$ cat config.mk
export PLATFORM = sky130hd
export DESIGN_NAME = encrypt_function_2
export DESIGN_NICKNAME = d
export VERILOG_FILES = /design/src/rtl/enc2_pkg.sv /design/src/rtl/enc2_key_lfsr.sv /design/src/rtl/encrypt_function_2.sv
export SDC_FILE = /design/constraint.sdc
export NUM_CORES = 1
export LEC_CHECK = 0
export CAP_MARGIN = 20
export CORE_AREA = 2 2 208 190
export CTS_BUF_LIST = sky130_fd_sc_hd__clkbuf_4 sky130_fd_sc_hd__clkbuf_8
export DETAILED_ROUTE_END_ITERATION = 8
export DIE_AREA = 0 0 210 192
export PLACE_DENSITY = 0.43
export SLEW_MARGIN = 20
export SYNTH_ARGS = -nofsm -noshare
export SYNTH_HDL_FRONTEND = slang
export SYNTH_HIERARCHICAL = 1
export SYNTH_SLANG_ARGS = --single-unit
$ cat constraint.sdc
create_clock -name Clk -period 5.45 [get_ports Clk]
set_clock_uncertainty 0.05 [all_clocks]
set_input_delay 1.3625 -clock Clk [delete_from_list [all_inputs] [get_ports Clk]]
set_output_delay 1.3625 -clock Clk [all_outputs]
set_load 0.03 [all_outputs]
$ cat src/rtl/enc2_pkg.sv
// Shared widths, packet field offsets, LFSR taps and mask expansion for the
// masked-add cipher (common to the encrypt and decrypt sides).
package enc2_pkg;

  localparam int PT_W  = 60;
  localparam int KEY_W = 11;
  localparam int Y_W   = 61;
  localparam int PKT_W = 78;
  localparam int HDR_W = 6;

  // packet = {hdr, y, key}
  localparam int KEY_LSB = 0;
  localparam int Y_LSB   = KEY_LSB + KEY_W;
  localparam int HDR_LSB = Y_LSB + Y_W;

  // x^11 + x^9 + 1
  localparam int TAP_HI = 10;
  localparam int TAP_LO = 8;

  localparam logic [KEY_W-1:0] LFSR_SEED_DEF = 11'h7FF;

  function automatic logic [PT_W-1:0] enc2_mask(
    input logic [KEY_W-1:0] r
  );
    return {r, r, ~r, ~r, r, r[10:6]};
  endfunction

endpackage

$ cat src/rtl/enc2_key_lfsr.sv
// 11-bit Fibonacci key LFSR with seed load (zero replaced by SEED).
// Ports: Clk, Rst, adv (step), load/load_val (reseed, wins over adv), key.
module enc2_key_lfsr
  import enc2_pkg::*;
#(
  parameter logic [KEY_W-1:0] SEED = LFSR_SEED_DEF
) (
  input  logic             Clk,
  input  logic             Rst,
  input  logic             adv,
  input  logic             load,
  input  logic [KEY_W-1:0] load_val,
  output logic [KEY_W-1:0] key
);

  logic [KEY_W-1:0] r_q;
  logic [KEY_W-1:0] r_step;
  logic [KEY_W-1:0] r_seed;

  assign r_step = {r_q[KEY_W-2:0], r_q[TAP_HI] ^ r_q[TAP_LO]};
  // an all-zero state would lock the LFSR
  assign r_seed = (load_val == '0) ? SEED : load_val;

  always_ff @(posedge Clk or posedge Rst) begin
    if (Rst) begin
      r_q <= SEED;
    end else if (load) begin
      r_q <= r_seed;
    end else if (adv) begin
      r_q <= r_step;
    end
  end

  assign key = r_q;

endmodule

$ cat src/rtl/encrypt_function_2.sv
// Masked-add encryptor: 60-bit plaintext -> 78-bit {hdr, y, key} packet,
// 2-stage valid/ready pipeline. Ports: Clk, Rst, in_valid/in_ready/in_data,
// seed_load/seed_val, out_valid/out_ready/out_data.
// Define ENC2_SEQ_TAG_EN to put a 6-bit wrapping sequence tag in the header.
module encrypt_function_2
  import enc2_pkg::*;
#(
  parameter logic [KEY_W-1:0] LFSR_SEED = 11'h7FF
) (
  input  logic             Clk,
  input  logic             Rst,
  input  logic             in_valid,
  output logic             in_ready,
  input  logic [PT_W-1:0]  in_data,
  input  logic             seed_load,
  input  logic [KEY_W-1:0] seed_val,
  output logic             out_valid,
  input  logic             out_ready,
  output logic [PKT_W-1:0] out_data
);

  logic             s1_valid;
  logic [PT_W-1:0]  s1_p;
  logic [KEY_W-1:0] s1_r;
  logic             s2_load;
  logic             accept;
  logic [KEY_W-1:0] key;
  logic [PT_W-1:0]  mask_b;
  logic [Y_W-1:0]   y;
  logic [HDR_W-1:0] hdr;
  logic [PKT_W-1:0] pkt;

  assign s2_load  = !out_valid || out_ready;
  assign in_ready = !s1_valid || s2_load;
  assign accept   = in_valid && in_ready;

  enc2_key_lfsr #(
    .SEED(LFSR_SEED)
  ) u_lfsr (
    .Clk     (Clk),
    .Rst     (Rst),
    .adv     (accept),
    .load    (seed_load),
    .load_val(seed_val),
    .key     (key)
  );

  always_ff @(posedge Clk or posedge Rst) begin
    if (Rst) begin
      s1_valid <= 1'b0;
      s1_p     <= '0;
      s1_r     <= '0;
    end else if (accept) begin
      s1_valid <= 1'b1;
      s1_p     <= in_data;
      s1_r     <= key;
    end else if (s2_load) begin
      s1_valid <= 1'b0;
    end
  end

  assign mask_b = enc2_mask(s1_r);
  // carry is kept in y[60]; the decryptor needs it
  assign y = {1'b0, s1_p} + {1'b0, mask_b};

`ifdef ENC2_SEQ_TAG_EN
  logic [HDR_W-1:0] seq_q;

  always_ff @(posedge Clk or posedge Rst) begin
    if (Rst) begin
      seq_q <= '0;
    end else if (s2_load && s1_valid) begin
      seq_q <= seq_q + 1'b1;
    end
  end

  assign hdr = seq_q;
`else
  assign hdr = '0;
`endif

  always_comb begin
    pkt = '0;
    pkt[HDR_LSB +: HDR_W] = hdr;
    pkt[Y_LSB +: Y_W]     = y;
    pkt[KEY_LSB +: KEY_W] = s1_r;
  end

  always_ff @(posedge Clk or posedge Rst) begin
    if (Rst) begin
      out_valid <= 1'b0;
      out_data  <= '0;
    end else if (s2_load) begin
      out_valid <= s1_valid;
      if (s1_valid) begin
        out_data <= pkt;
      end
    end
  end

endmodule

==> results.txt, run 1 <==
The run finished with clean final reports. The number of synthesized flops with an enable pin is 0. The number of register bits inferred by synthesis is 156. The area of the multi-input gates came out at 5110 sq um. The total wirelength of the detailed-routed design is 30,900 microns.

The mean instance size in the synthesized netlist is 9.35 sq um. The critical setup path kind is in -> out. The floorplan has 68 rows. The number of antenna violations at the first check in global routing was 0. The post-synthesis to final-layout area growth came out at 24.3%. The smallest clock period supported by the final layout is computed as 4.11 ns. The end of the worst register-to-register path is out_data[67].

The power density of the placed cells came out at 466 nW/um^2. The register clock-pin slew on the reported worst setup and hold paths is 0.10 ns. In this run the top signal layer used is met4. The overall global routing resource usage is 15.6%. The dominant synthesized flop cell is sky130_fd_sc_hd__dfrtp_1.

Summed over all nets, wire length on met3 after detailed routing comes to 1520 microns. The number of buffers inserted to repair setup after CTS is 0. The final setup violation count came out at 0. The summed negative setup slack over all endpoints came out at 0 ns. The first TritonRoute pass finished after 7 iterations.

The maximum number of buffers from clock root to sink came out at 2. The total I/O pin count came out at 156. The sequential fraction of the synthesis area is 41.6%.

The depth of the worst hold-timing path came out at 2. The final-layout worst hold slack is 0.429 ns. Cells fill 30.8% of the core in the end. The worst setup path is captured at an output pin.

The hold-fix buffer count after cts came out at 0. Headroom to the max-slew limit came out at 33.6%. The overall die height is 192 microns.

The worst setup timing slack at the placement stage came out at 1.35 ns. The critical path's most frequent cell is sky130_fd_sc_hd__clkdlybuf4s50_1. The count of cell types in the netlist is 66. The completed layout was analyzed and its total power is 5.45 mW. In the synthesized netlist, the cells that appear most often are 145 x sky130_fd_sc_hd__dfrtp_1, 136 x sky130_fd_sc_hd__nand2_1, 102 x sky130_fd_sc_hd__o21ai_0, 71 x sky130_fd_sc_hd__a21oi_1.

The critical path launch point is out_ready. IR analysis of the VDD net gives a maximum drop of 0.000140 V. Data on the critical path is required at its endpoint by 4.04 ns. The number of max-slew violations in the final report came out at 0. The static power due to leakage is 4.95 nW. The initial cell density of the core is 24.8%. The number of sinks handled by clock tree synthesis came out at 156. The total length of routed met2 wires is 13,500 microns. Static timing analysis puts the maximum clock frequency at 244 MHz. The biggest cell delay along the critical path came out at 0.69 ns. In this run the horizontal extent of the chip is 210 microns.

Setup repair after global routing left no endpoint under its margin. The synthesized design spends more area on one cell type than any other, namely sky130_fd_sc_hd__dfrtp_1. After synthesis, the cell types taking the most area are sky130_fd_sc_hd__dfrtp_1 39%, sky130_fd_sc_hd__ha_1 8.0%, sky130_fd_sc_hd__mux2_2 7.2%.

After detailed routing, the number of vias per cell comes to 4.77. The quantity of gates resized following cts came out at 0. Global routing finished with a remaining overflow of 0. The post-synthesis async set-or-reset flop share came out at 100%.

The share of the cycle needed by the critical path after routing is 75.3%. The total area inside the core boundary comes to 38,000 sq um. The slowest stage of the critical path belongs to the cell sky130_fd_sc_hd__clkdlybuf4s50_1.

After layout, the worst setup slack is 1.34 ns. CTS placed an instance of sky130_fd_sc_hd__clkbuf_8 at the clock tree root. Traced cell by cell, the critical path runs through clkdlybuf4s50_1 -> nand3b_1 -> clkdlybuf4s50_1. The H-tree depth reported by CTS came out at 4.

The max-cap violation count came out at 0. For this block, wires on met1 add up to 15,400 microns. The fraction of layout instances using a drive strength above 1 is 11.3%. The worst hold path belongs to the class reg -> reg. The depth of the most critical reg-to-reg path is 12. The final hold violation count was 0. The number of CTS-inserted buffers is 17. The first global-routing pass estimated 46,900 microns of wire.

The most common cell in the synthesized netlist is sky130_fd_sc_hd__dfrtp_1. The count of warnings emitted by yosys is 6. TritonCTS built the clock tree. Entering global routing, the biggest net connects 96 pins. At the end of routability-driven placement, the weighted congestion stood at 0.848.

The startpoint identified for the worst register-to-register timing path is s1_r[6]. At the pin with the least slew margin, the transition time is 0.995 ns. The top fanout value on the critical path is 3.

Summing every instance area after synthesis gives 9410 sq um. The full die area came out at 40,300 sq um. The number of global-route vias before repair came out at 7,648. The proportion of netlist area held by the largest area contributor came out at 38.5%. The sequential standard cell area came out at 3920 sq um.

At the end of the flow, the number of nets in the layout was 1,261. In this run the worst setup path terminates at in_ready. Dividing the detail-routed wire length by the instance count gives 19.0 microns. The count of filler cells inserted in the layout is 3,975. The residual antenna-violating net count after detailed routing is 0. The insertion delay of the later-clocked pin in the worst-skew pair is 0.52 ns. The total via count after detailed routing is 7,762. The flop-to-flop setup slack is 1.57 ns. The arrival time at the worst endpoint is 2.69 ns. Once detailed placement completed, the half-perimeter wirelength came to 23,300 microns.

The kind of start point of the critical path is a primary input. The number of antenna diodes in the final layout is 0. The total of buffers placed on input and output ports came out at 149. Synthesis produced 1,007 cells. The number of remaining DRC errors came out at 0. The number of violations reported at the end of detailed-routing iteration 0 came out at 526.
==> power breakdown <==
group	internal [mW]	total, mW	switching, mW
Sequential	1.49	1.75	0.257
Combinational	1.13	2.82	1.69
Clock	0.386	0.885	0.499
Total	3.00	5.45	2.45
==> registers in the layout, indices dropped and copies added (netlist names) <==
signal / cells
u_lfsr/key: 11
out_valid: 1
out_data: 72
s1_p: 60
s1_r: 11
s1_valid: 1
==> logic make-up (layout without fill, tap and decap cells) <==
| family | count (synthesis) | after routing | synth area share [%] |
|---|---|---|---|
| AO/OA/AOI/OAI | 304 | 304 | 20.3 |
| XOR/XNOR | 50 | 50 | 4.65 |
| adder cells (fa/ha/maj) | 61 | 61 | 8.19 |
| buffers and inverters | 99 | 224 | 4.44 |
| flip-flops | 156 | 156 | 41.6 |
| multiplexers | 61 | 61 | 7.28 |
| other | 1 | 6 | 0.0398 |
| AND/OR/NAND/NOR | 275 | 275 | 13.5 |
==> cell usage in the layout, fill, tap and decap left out, types with 20 or more instances in the layout <==
master	Yosys	layout
sky130_fd_sc_hd__nor2_1	45	45
sky130_fd_sc_hd__xor2_1	20	20
sky130_fd_sc_hd__o21ai_0	102	102
sky130_fd_sc_hd__xnor2_1	30	30
sky130_fd_sc_hd__ha_1	60	60
sky130_fd_sc_hd__a21oi_1	71	71
sky130_fd_sc_hd__inv_1	37	36
sky130_fd_sc_hd__mux2_2	60	60
sky130_fd_sc_hd__nand4_1	21	21
sky130_fd_sc_hd__nand2_1	136	134
sky130_fd_sc_hd__a21o_1	35	35
sky130_fd_sc_hd__clkdlybuf4s50_1	0	149
sky130_fd_sc_hd__dfrtp_1	145	145
==> per-stage QoR <==
stage                     cells  cell area [sq um]
after floorplan            1012               9430
after global placement     1595              11300
after detailed placement   1595              11300
after CTS                  1627              11700
after global routing       1627              11700
final                      1627              11700
==> routing by layer <==
metal	vias up	GRT usage [%]
li1	3821	-
met1	3694	22.1
met2	224	23.6
met3	23	3.38
met4	0	4.83
met5	-	0
==> worst min path at each step <==
| stage | from | end | slack [ns] |
|---|---|---|---|
| 2_1_floorplan | s1_valid | out_valid | 0.42 |
| 3_3_place_gp | out_data[45] | out_data[45] | 0.41 |
| 3_5_place_dp | out_data[46] | out_data[46] | 0.41 |
| 4_1_cts | out_data[46] | out_data[46] | 0.43 |
| 5_1_grt | out_data[21] | out_data[21] | 0.47 |
| 6_report | out_data[46] | out_data[46] | 0.43 |
==> critical path: cells and delay by family <==
kind | cells | cell delay [ns]
buf+inv | 2 | 1.16
simple gates | 1 | 0.17
==> layout make-up <==
class	instances	share of cell area, %
clock inverter	12	0.995
tap	490	5.24
sequential	156	33.5
clock buffer	20	2.25
timing repair buffer	155	13.1
multi-input combinational	757	43.7
inverter	37	1.23
No activity file was read; power rests on OpenSTA's default activity.
==> run 2: changes to the inputs <==
--- a/config.mk
+++ b/config.mk
@@ -10,7 +10,7 @@
 export CTS_BUF_LIST = sky130_fd_sc_hd__clkbuf_4 sky130_fd_sc_hd__clkbuf_8
 export DETAILED_ROUTE_END_ITERATION = 8
 export DIE_AREA = 0 0 210 192
-export PLACE_DENSITY = 0.43
+export PLACE_DENSITY = 0.41
 export SLEW_MARGIN = 20
 export SYNTH_ARGS = -nofsm -noshare
 export SYNTH_HDL_FRONTEND = slang
==> constraint.sdc (replaced) <==
create_clock -name Clk -period 4.2 [get_ports Clk]
set_clock_uncertainty 0.05 [all_clocks]
set_input_delay 1.05 -clock Clk [delete_from_list [all_inputs] [get_ports Clk]]
set_output_delay 1.05 -clock Clk [all_outputs]
set_load 0.03 [all_outputs]
==> run 2 against run 1 <==
Worst hold slack worse by 0.0021 ns. Register-to-register slack worse by 0.95 ns. First-iteration DRC count is 9.5% lower. Core utilization rose by 0.42 points. Sequential cell count stayed put. Die area did not move. Non-clock buffer count is 8 higher. Critical endpoint is now out_data[65]. Setup slack lost 0.73 ns. Wire length is 2.1% higher. Clock-buffer cell count stayed put. Global-route usage is 0.37 points higher.
==> results.txt, run 2 (synthesis results as in run 1) <==
The flow ran to the end, and the final reports show no timing, DRC or antenna violations. The flip-flop count of the largest register after layout is 72 (unchanged). The detailed-placement wirelength estimate is 24,000 microns (+2.9%).

The die extent in x is 210 microns (unchanged). The number of sinks handled by clock tree synthesis is 156 (unchanged). The flop-to-flop setup slack came out at 0.62 ns (-0.95 ns).

The summed negative setup slack over all endpoints came out at 0 ns (unchanged). The wire length per cell came out at 19.3 microns (+1.7%). The total core area came out at 38,000 sq um (unchanged). The slew of the pin with the lowest slew margin is 0.951 ns (-0.0439 ns). The hold-fix buffer count after cts is 0 (unchanged). The remaining max-slew budget at the tightest pin is 36.6% (+3.0 points). The arrival time at the worst endpoint was 3.91 ns (+1.22 ns). The number of remaining DRC errors came out at 0 (unchanged). The post-synthesis to final-layout area growth came out at 26.0%.

The startpoint of the lowest-slack register-to-register path is s1_r[7]. The TritonCTS clock tree is built. The maximum number of buffers from clock root to sink is 2 (unchanged). The critical path goes through fa_1 -> a211oi_1 -> o21ai_1 -> o2111ai_1 -> a21oi_1 -> o21ai_0 -> and2_1 -> o22ai_1 -> a31oi_1 -> nor2_1 -> a211o_1. The worst setup path is launched from a register. The final RePlAce weighted congestion is 0.839 (-1.1%). The largest net degree at the start of global routing is 93 (-3.1%). The number of violations reported at the end of detailed-routing iteration 0 is 476 (-9.5%). The total net switching power was 3.19 mW (+30%). The placed standard-cell area is 11,400 sq um (+0.74%). The total of buffers placed on input and output ports is 149 (unchanged).

The number of antenna violations at the first check in global routing is 0 (unchanged). The final setup violation count is 0 (unchanged). The depth of the worst hold-timing path is 2 (unchanged).

The tightest min-delay check is of the reg -> reg type. The endpoint identified for the worst register-to-register timing path is out_data[65]. The max-cap violation count came out at 0 (unchanged). The floorplan row count is 68 (unchanged). In this run the worst setup path begins at s1_r[7]. The per-cell via count in the routed design came out at 4.80 (+0.54%). The full die area was 40,300 sq um (unchanged). On the critical path, the stage with the largest delay is an instance of sky130_fd_sc_hd__dfrtp_1. In the final layout, the registers with the most flip-flops are out_data x72, s1_p x60. The data required time at the worst endpoint is 4.53 ns (+0.49 ns). The switching fraction of total power came out at 43.4% (-1.5 points). The most frequent standard cell in the layout excluding fill and tap cells is sky130_fd_sc_hd__clkdlybuf4s50_1. The residual antenna-violating net count after detailed routing was 0 (unchanged). The number of global-route vias before repair is 7,788 (+1.8%). The initial cell density of the core came out at 24.8% (unchanged).

The achievable frequency is 279 MHz. The CTS root buffer is sky130_fd_sc_hd__clkbuf_8. The depth of the most critical reg-to-reg path is 11 (-1). The design internal power came out at 4.16 mW (+39%).

The fraction of layout instances using a drive strength above 1 came out at 11.7% (+0.47 points). The fraction of power consumed by sequential logic is 30.9% (-1.1 points). The total wirelength of the detailed-routed design came out at 31,600 microns (+2.1%). The power density of the placed cells came out at 620 nW/um^2 (+33%). The worst setup path is captured at a register. The final hold violation count was 0 (unchanged). The number of diodes added for antenna fixing was 0 (unchanged).

The final-stage net count is 1,269 (+0.63%). The H-tree depth reported by CTS is 4 (unchanged). The first-pass GRT wire length is 48,300 microns (+2.9%). The insertion delay of the later-clocked pin in the worst-skew pair came out at 0.49 ns (-0.03 ns). The total global routing overflow is 0 (unchanged). The clock network fraction of design power is 18.6% (+2.4 points). Setup repair after global routing left no endpoint under its margin. The top cell types in the final layout, fill and taps aside, are 149 x sky130_fd_sc_hd__clkdlybuf4s50_1, 145 x sky130_fd_sc_hd__dfrtp_1, 134 x sky130_fd_sc_hd__nand2_1.

Of the available clock period, the critical path in the final layout requires 85.3%. The time the worst path needs with I/O delays and setup came out at 3.58 ns. The total via count after detailed routing is 7,833 (+0.91%). The finished layout cell area is 11,900 sq um (+1.4%).

The number of optimization iterations in the first detailed-route pass came out at 5 (-2). The count of filler cells inserted in the layout is 3,998 (+0.58%). Ranked by flip-flop count, first place goes to out_data. The maximum resistive drop on vdd was 0.000185 V (+32%).

The number of buffers inserted to repair setup after CTS came out at 0 (unchanged). The overall die height came to 192 microns (unchanged). The static power due to leakage was 5.04 nW (+1.8%).

The register clock-pin slew on the reported worst setup and hold paths is 0.09 ns (about the same). The critical path is of the reg -> reg type. The top fanout value on the critical path is 6 (+3). The biggest cell delay along the critical path came out at 0.54 ns (-0.15 ns).

The total I/O pin count is 156 (unchanged). The number of max-slew violations in the final report was 0 (unchanged). The fraction of power consumed by combinational cells came out at 50.6% (-1.1 points). The quantity of gates resized following cts was 0 (unchanged). The overall global routing resource usage was 16.0% (+0.37 points). The most critical setup path has its endpoint at out_data[65]. The number of CTS-inserted buffers is 17 (unchanged).
-- run 2: layer usage --
layer / global-route usage [%] / vias up / part of all wire, %
met5: 0 / - / 0
met4: 3.57 / 0 / 1.0
met3: 3.14 / 18 / 4.2
met2: 24.2 / 188 / 43
met1: 23.4 / 3784 / 52
li1: - / 3843 / -
-- run 2: how the worst min path moves through the flow --
| stage | startpoint | endpoint | slack, ns |
|---|---|---|---|
| 2_1_floorplan | s1_valid | out_valid | 0.42 |
| 3_3_place_gp | out_data[45] | out_data[45] | 0.41 |
| 3_5_place_dp | out_data[45] | out_data[45] | 0.42 |
| 4_1_cts | out_data[45] | out_data[45] | 0.44 |
| 5_1_grt | out_data[45] | out_data[45] | 0.47 |
| 6_report | out_data[45] | out_data[45] | 0.43 |
-- run 2: cell type report --
class | count | area [sq um] | area share, %
flip-flops and latches | 156 | 3920 | 33.0
clock inverters | 10 | 188 | 1.58
multi-input cells | 757 | 5110 | 43.1
well taps | 490 | 613 | 5.17
clock buffers | 20 | 269 | 2.27
repair buffers | 163 | 1620 | 13.7
inverters | 37 | 143 | 1.20
-- run 2: worst max-delay path, delay by kind of cell (launching register included) --
kind                     cells  cell delay, ns
AND/OR/NAND/NOR              2            0.35
flip-flops                   1            0.54
AO/OA/AOI/OAI                8            2.03
adder cells (fa/ha/maj)      1            0.51
-- run 2: metrics by stage --
| stage | total power [mW] | worst slack [ns] | hold slack, ns | utilization [%] | cells |
|---|---|---|---|---|---|
| final | 7.35 | 0.617 | 0.427 | 31.2 | 1633 |
| after global placement | 6.07 | 0.583 | 0.408 | 30.0 | 1603 |
| after detailed placement | 6.05 | 0.569 | 0.417 | 30.0 | 1603 |
| after floorplan | 4.56 | 1.21 | 0.421 | - | 1012 |
| after global routing | 7.86 | 0.278 | 0.471 | 31.2 | 1633 |
| after CTS | 7.46 | 0.550 | 0.439 | 31.2 | 1633 |
-- run 2: power by group through the flow --
| stage | clock network (mW) | registers (mW) | logic [mW] |
|---|---|---|---|
| finish | 1.37 | 2.27 | 3.72 |
| global route | 1.49 | 2.33 | 4.04 |
| CTS | 1.42 | 2.29 | 3.75 |
| detailed placement | 0 | 2.31 | 3.73 |
| global placement | 0 | 2.31 | 3.76 |
| floorplan | 0 | 2.80 | 1.77 |
==> run 3: changes to the inputs <==
--- a/config.mk
+++ b/config.mk
@@ -10,7 +10,7 @@
 export CTS_BUF_LIST = sky130_fd_sc_hd__clkbuf_4 sky130_fd_sc_hd__clkbuf_8
 export DETAILED_ROUTE_END_ITERATION = 8
 export DIE_AREA = 0 0 210 192
-export PLACE_DENSITY = 0.41
+export PLACE_DENSITY_LB_ADDON = 0.2
 export SLEW_MARGIN = 20
 export SYNTH_ARGS = -nofsm -noshare
 export SYNTH_HDL_FRONTEND = slang
==> run 3 against run 2 <==
Final area decreased by 0.81%. Setup slack got worse by 0.073 ns. Worst hold slack improved by 0.0019 ns. Via count decreased by 0.83%. Fmax decreased by 2.0%. First-iteration DRC count increased by 12%. Critical path depth increased by 1. Sequential share of layout area increased by 0.27 points.
==> results.txt, run 3 (synthesis results as in run 1) <==
The startpoint of the lowest-slack hold path is out_data[45]. The design internal power is 3.96 mW (-4.8%). The area growth from synthesis to layout is 24.9%. The total core area is 38,000 sq um (unchanged).

The TritonCTS clock tree is built. The worst setup path is of the reg -> reg kind. More flip-flops sit in one register than any other, and that register is out_data. The number of diodes added for antenna fixing is 0 (unchanged). The met1 track demand over resource in global routing is 22.2% (-1.2 points). The data required time at the worst endpoint is 4.54 ns (about the same). The most frequent standard cell in the layout excluding fill and tap cells is sky130_fd_sc_hd__clkdlybuf4s50_1. The final-layout worst hold slack is 0.429 ns (+0.00188 ns).

The worst setup path is captured at a register. The fraction of power consumed by sequential logic came out at 31.6% (+0.7 points). The flop-to-flop setup slack is 0.54 ns (-0.07 ns). The number of global-route vias before repair is 7,771 (-0.22%). The total net switching power was 3.18 mW (about the same).

The largest registers in the layout are out_data x72, s1_p x60. The per-cell via count in the routed design came out at 4.77 (-0.59%). The overall global routing resource usage came out at 15.6% (-0.38 points).

The final setup violation count is 0 (unchanged). The maximum number of buffers from clock root to sink is 2 (unchanged). The end of the worst register-to-register path is out_data[67]. met2 is the most crowded layer.

The full die area came out at 40,300 sq um (unchanged). The startpoint of the lowest-slack register-to-register path is s1_r[7]. The detailed-placement wirelength estimate is 23,300 microns (-2.8%).

The time the worst path needs with I/O delays and setup is 3.66 ns (+0.0730 ns). The fraction of layout instances using a drive strength above 1 is 11.4% (-0.31 points). The floorplan row count came out at 68 (unchanged). The number of sinks handled by clock tree synthesis came to 156 (unchanged). The final-stage net count came out at 1,264 (-0.39%). The share of the cycle needed by the critical path after routing was 87.0% (+1.7 points). The total power after layout is 7.15 mW (-2.7%). Setup repair after global routing left no endpoint under its margin.

The number of buffers inserted to repair setup after CTS is 0 (unchanged). The number of remaining DRC errors is 0 (unchanged). The register clock-pin slew on the reported worst setup and hold paths came out at 0.10 ns (about the same).

The depth of the worst hold-timing path came out at 2 (unchanged). The total I/O pin count came out at 156 (unchanged). The residual antenna-violating net count after detailed routing came out at 0 (unchanged). The hold-fix buffer count after cts came out at 0 (unchanged). The count of filler cells inserted in the layout is 3,981 (-0.43%).

The number of max-slew violations in the final report is 0 (unchanged). The quantity of gates resized following cts is 0 (unchanged). The power density of the placed cells was 608 nW/um^2 (-1.9%).

The met2 demand-to-capacity share in global routing came out at 23.2% (-1.0 points). The flow ran to the end, and the final reports show no timing, DRC or antenna violations. STA classifies the critical path startpoint as a register. The maximum resistive drop on vdd is 0.000147 V (-21%).

The switching fraction of total power is 44.5% (+1.2 points). The insertion delay of the later-clocked pin in the worst-skew pair was 0.49 ns (about the same). The total of buffers placed on input and output ports came out at 149 (unchanged). The flip-flop count of the largest register after layout came out at 72 (unchanged). The summed negative setup slack over all endpoints was 0 ns (unchanged). The fraction of power consumed by combinational cells is 51.7% (+1.1 points). The largest net degree at the start of global routing is 146 (+57%). The final RePlAce weighted congestion came to 0.840 (+0.19%).

The die extent in x came out at 210 microns (unchanged). The number of optimization iterations in the first detailed-route pass is 6 (+1). The achievable frequency came to 274 MHz (-2.0%). The cell sitting at the root of the clock tree is a sky130_fd_sc_hd__clkbuf_8. The final cell count without fillers was 1,629 (-0.24%). The first-pass GRT wire length is 47,200 microns (-2.4%). The depth of the most critical reg-to-reg path came out at 12 (+1). The number of antenna violations at the first check in global routing was 0 (unchanged). The remaining max-slew budget at the tightest pin came out at 40.7% (+4.1 points). The endpoint of the worst hold-timing path is out_data[45]. Leaving out fill and tap cells, the most frequent cells in the layout are 149 x sky130_fd_sc_hd__clkdlybuf4s50_1, 145 x sky130_fd_sc_hd__dfrtp_1, 134 x sky130_fd_sc_hd__nand2_1.

The wire length per cell came to 18.8 microns (-2.6%). The initial cell density of the core came out at 24.8% (unchanged). The arrival time at the worst endpoint came out at 3.99 ns (+0.08 ns). The top fanout value on the critical path was 8 (+2). The final hold violation count came to 0 (unchanged). The H-tree depth reported by CTS came out at 4 (unchanged).

The met3 track utilization from global routing came to 3.66% (+0.52 points). The total global routing overflow came to 0 (unchanged). The number of CTS-inserted buffers was 17 (unchanged). The total wirelength of the detailed-routed design is 30,700 microns (-2.9%). The placed cell count came out at 1,598 (-0.31%). The total via count after detailed routing is 7,768 (-0.83%). The static power due to leakage came out at 4.98 nW (-1.1%). The overall die height came out at 192 microns (unchanged). The slew of the pin with the lowest slew margin came out at 0.890 ns (-0.0612 ns). The number of violations reported at the end of detailed-routing iteration 0 came to 535 (+12%). The max-cap violation count is 0 (unchanged).

The clock network fraction of design power came out at 16.6% (-2.0 points). In this run the worst hold path is classified as reg -> reg.
==> run 3: cell types whose count changed in the layout (fill, tap and decap cells not counted) <==
cell                         delta
sky130_fd_sc_hd__buf_4          -5
sky130_fd_sc_hd__bufinv_16      -3
sky130_fd_sc_hd__clkbuf_8       -1
sky130_fd_sc_hd__inv_6          -1
sky130_fd_sc_hd__inv_8          +1
sky130_fd_sc_hd__clkinvlp_4     +1
sky130_fd_sc_hd__clkinv_4       +4
==> run 3: worst max-delay path by stage <==
stage,cells past startpoint,endpoint,from
after global placement,12,out_data[67],s1_r[0]
after global routing,12,out_data[67],s1_r[7]
after CTS,12,out_data[67],s1_r[6]
final,12,out_data[67],s1_r[7]
after detailed placement,12,out_data[65],s1_r[6]
after floorplan,12,out_data[67],s1_r[6]
==> run 3: worst max-delay path: stages (launching register included) <==
cell	delay (ns)
sky130_fd_sc_hd__dfrtp_1	0.61
sky130_fd_sc_hd__inv_1	0.24
sky130_fd_sc_hd__ha_1	0.49
sky130_fd_sc_hd__nand4_1	0.19
sky130_fd_sc_hd__nor3_1	0.24
sky130_fd_sc_hd__o21ai_0	0.12
sky130_fd_sc_hd__a21oi_1	0.19
sky130_fd_sc_hd__o21ai_0	0.17
sky130_fd_sc_hd__a211oi_2	0.32
sky130_fd_sc_hd__o2111ai_1	0.27
sky130_fd_sc_hd__a211oi_2	0.36
sky130_fd_sc_hd__nor3_1	0.09
sky130_fd_sc_hd__o31ai_1	0.22
==> run 3: power groups by stage <==
| stage | sequential (mW) | clock [mW] | combinational (mW) |
|---|---|---|---|
| after floorplan | 2.80 | 0 | 1.77 |
| after global placement | 2.30 | 0 | 3.72 |
| after detailed placement | 2.31 | 0 | 3.72 |
| after CTS | 2.28 | 1.24 | 3.74 |
| after global routing | 2.32 | 1.30 | 4.04 |
| final | 2.26 | 1.19 | 3.70 |
==> run 3: cell type report <==
type	instances	area [sq um]	share of cell area, %
multi-input combinational	757	5110	43.4
sequential	156	3920	33.3
timing repair buffer	158	1580	13.5
tap	490	613	5.21
clock buffer	19	255	2.17
clock inverter	12	143	1.21
inverter	37	143	1.21
==> run 3: metrics by stage <==
stage / utilization [%] / cell area (sq um) / setup slack, ns
2_1_floorplan: - / 9440 / 1.21
3_3_place_gp: 29.9 / 11400 / 0.570
3_5_place_dp: 29.9 / 11400 / 0.573
4_1_cts: 30.9 / 11800 / 0.517
5_1_grt: 30.9 / 11800 / 0.284
6_report: 30.9 / 11800 / 0.544
==> run 3: routing by layer <==
layer,part of all wire (%),vias to the layer above
li1,-,3845
met1,50,3659
met2,43,234
met3,5.8,30
met4,1.7,0
met5,0,-
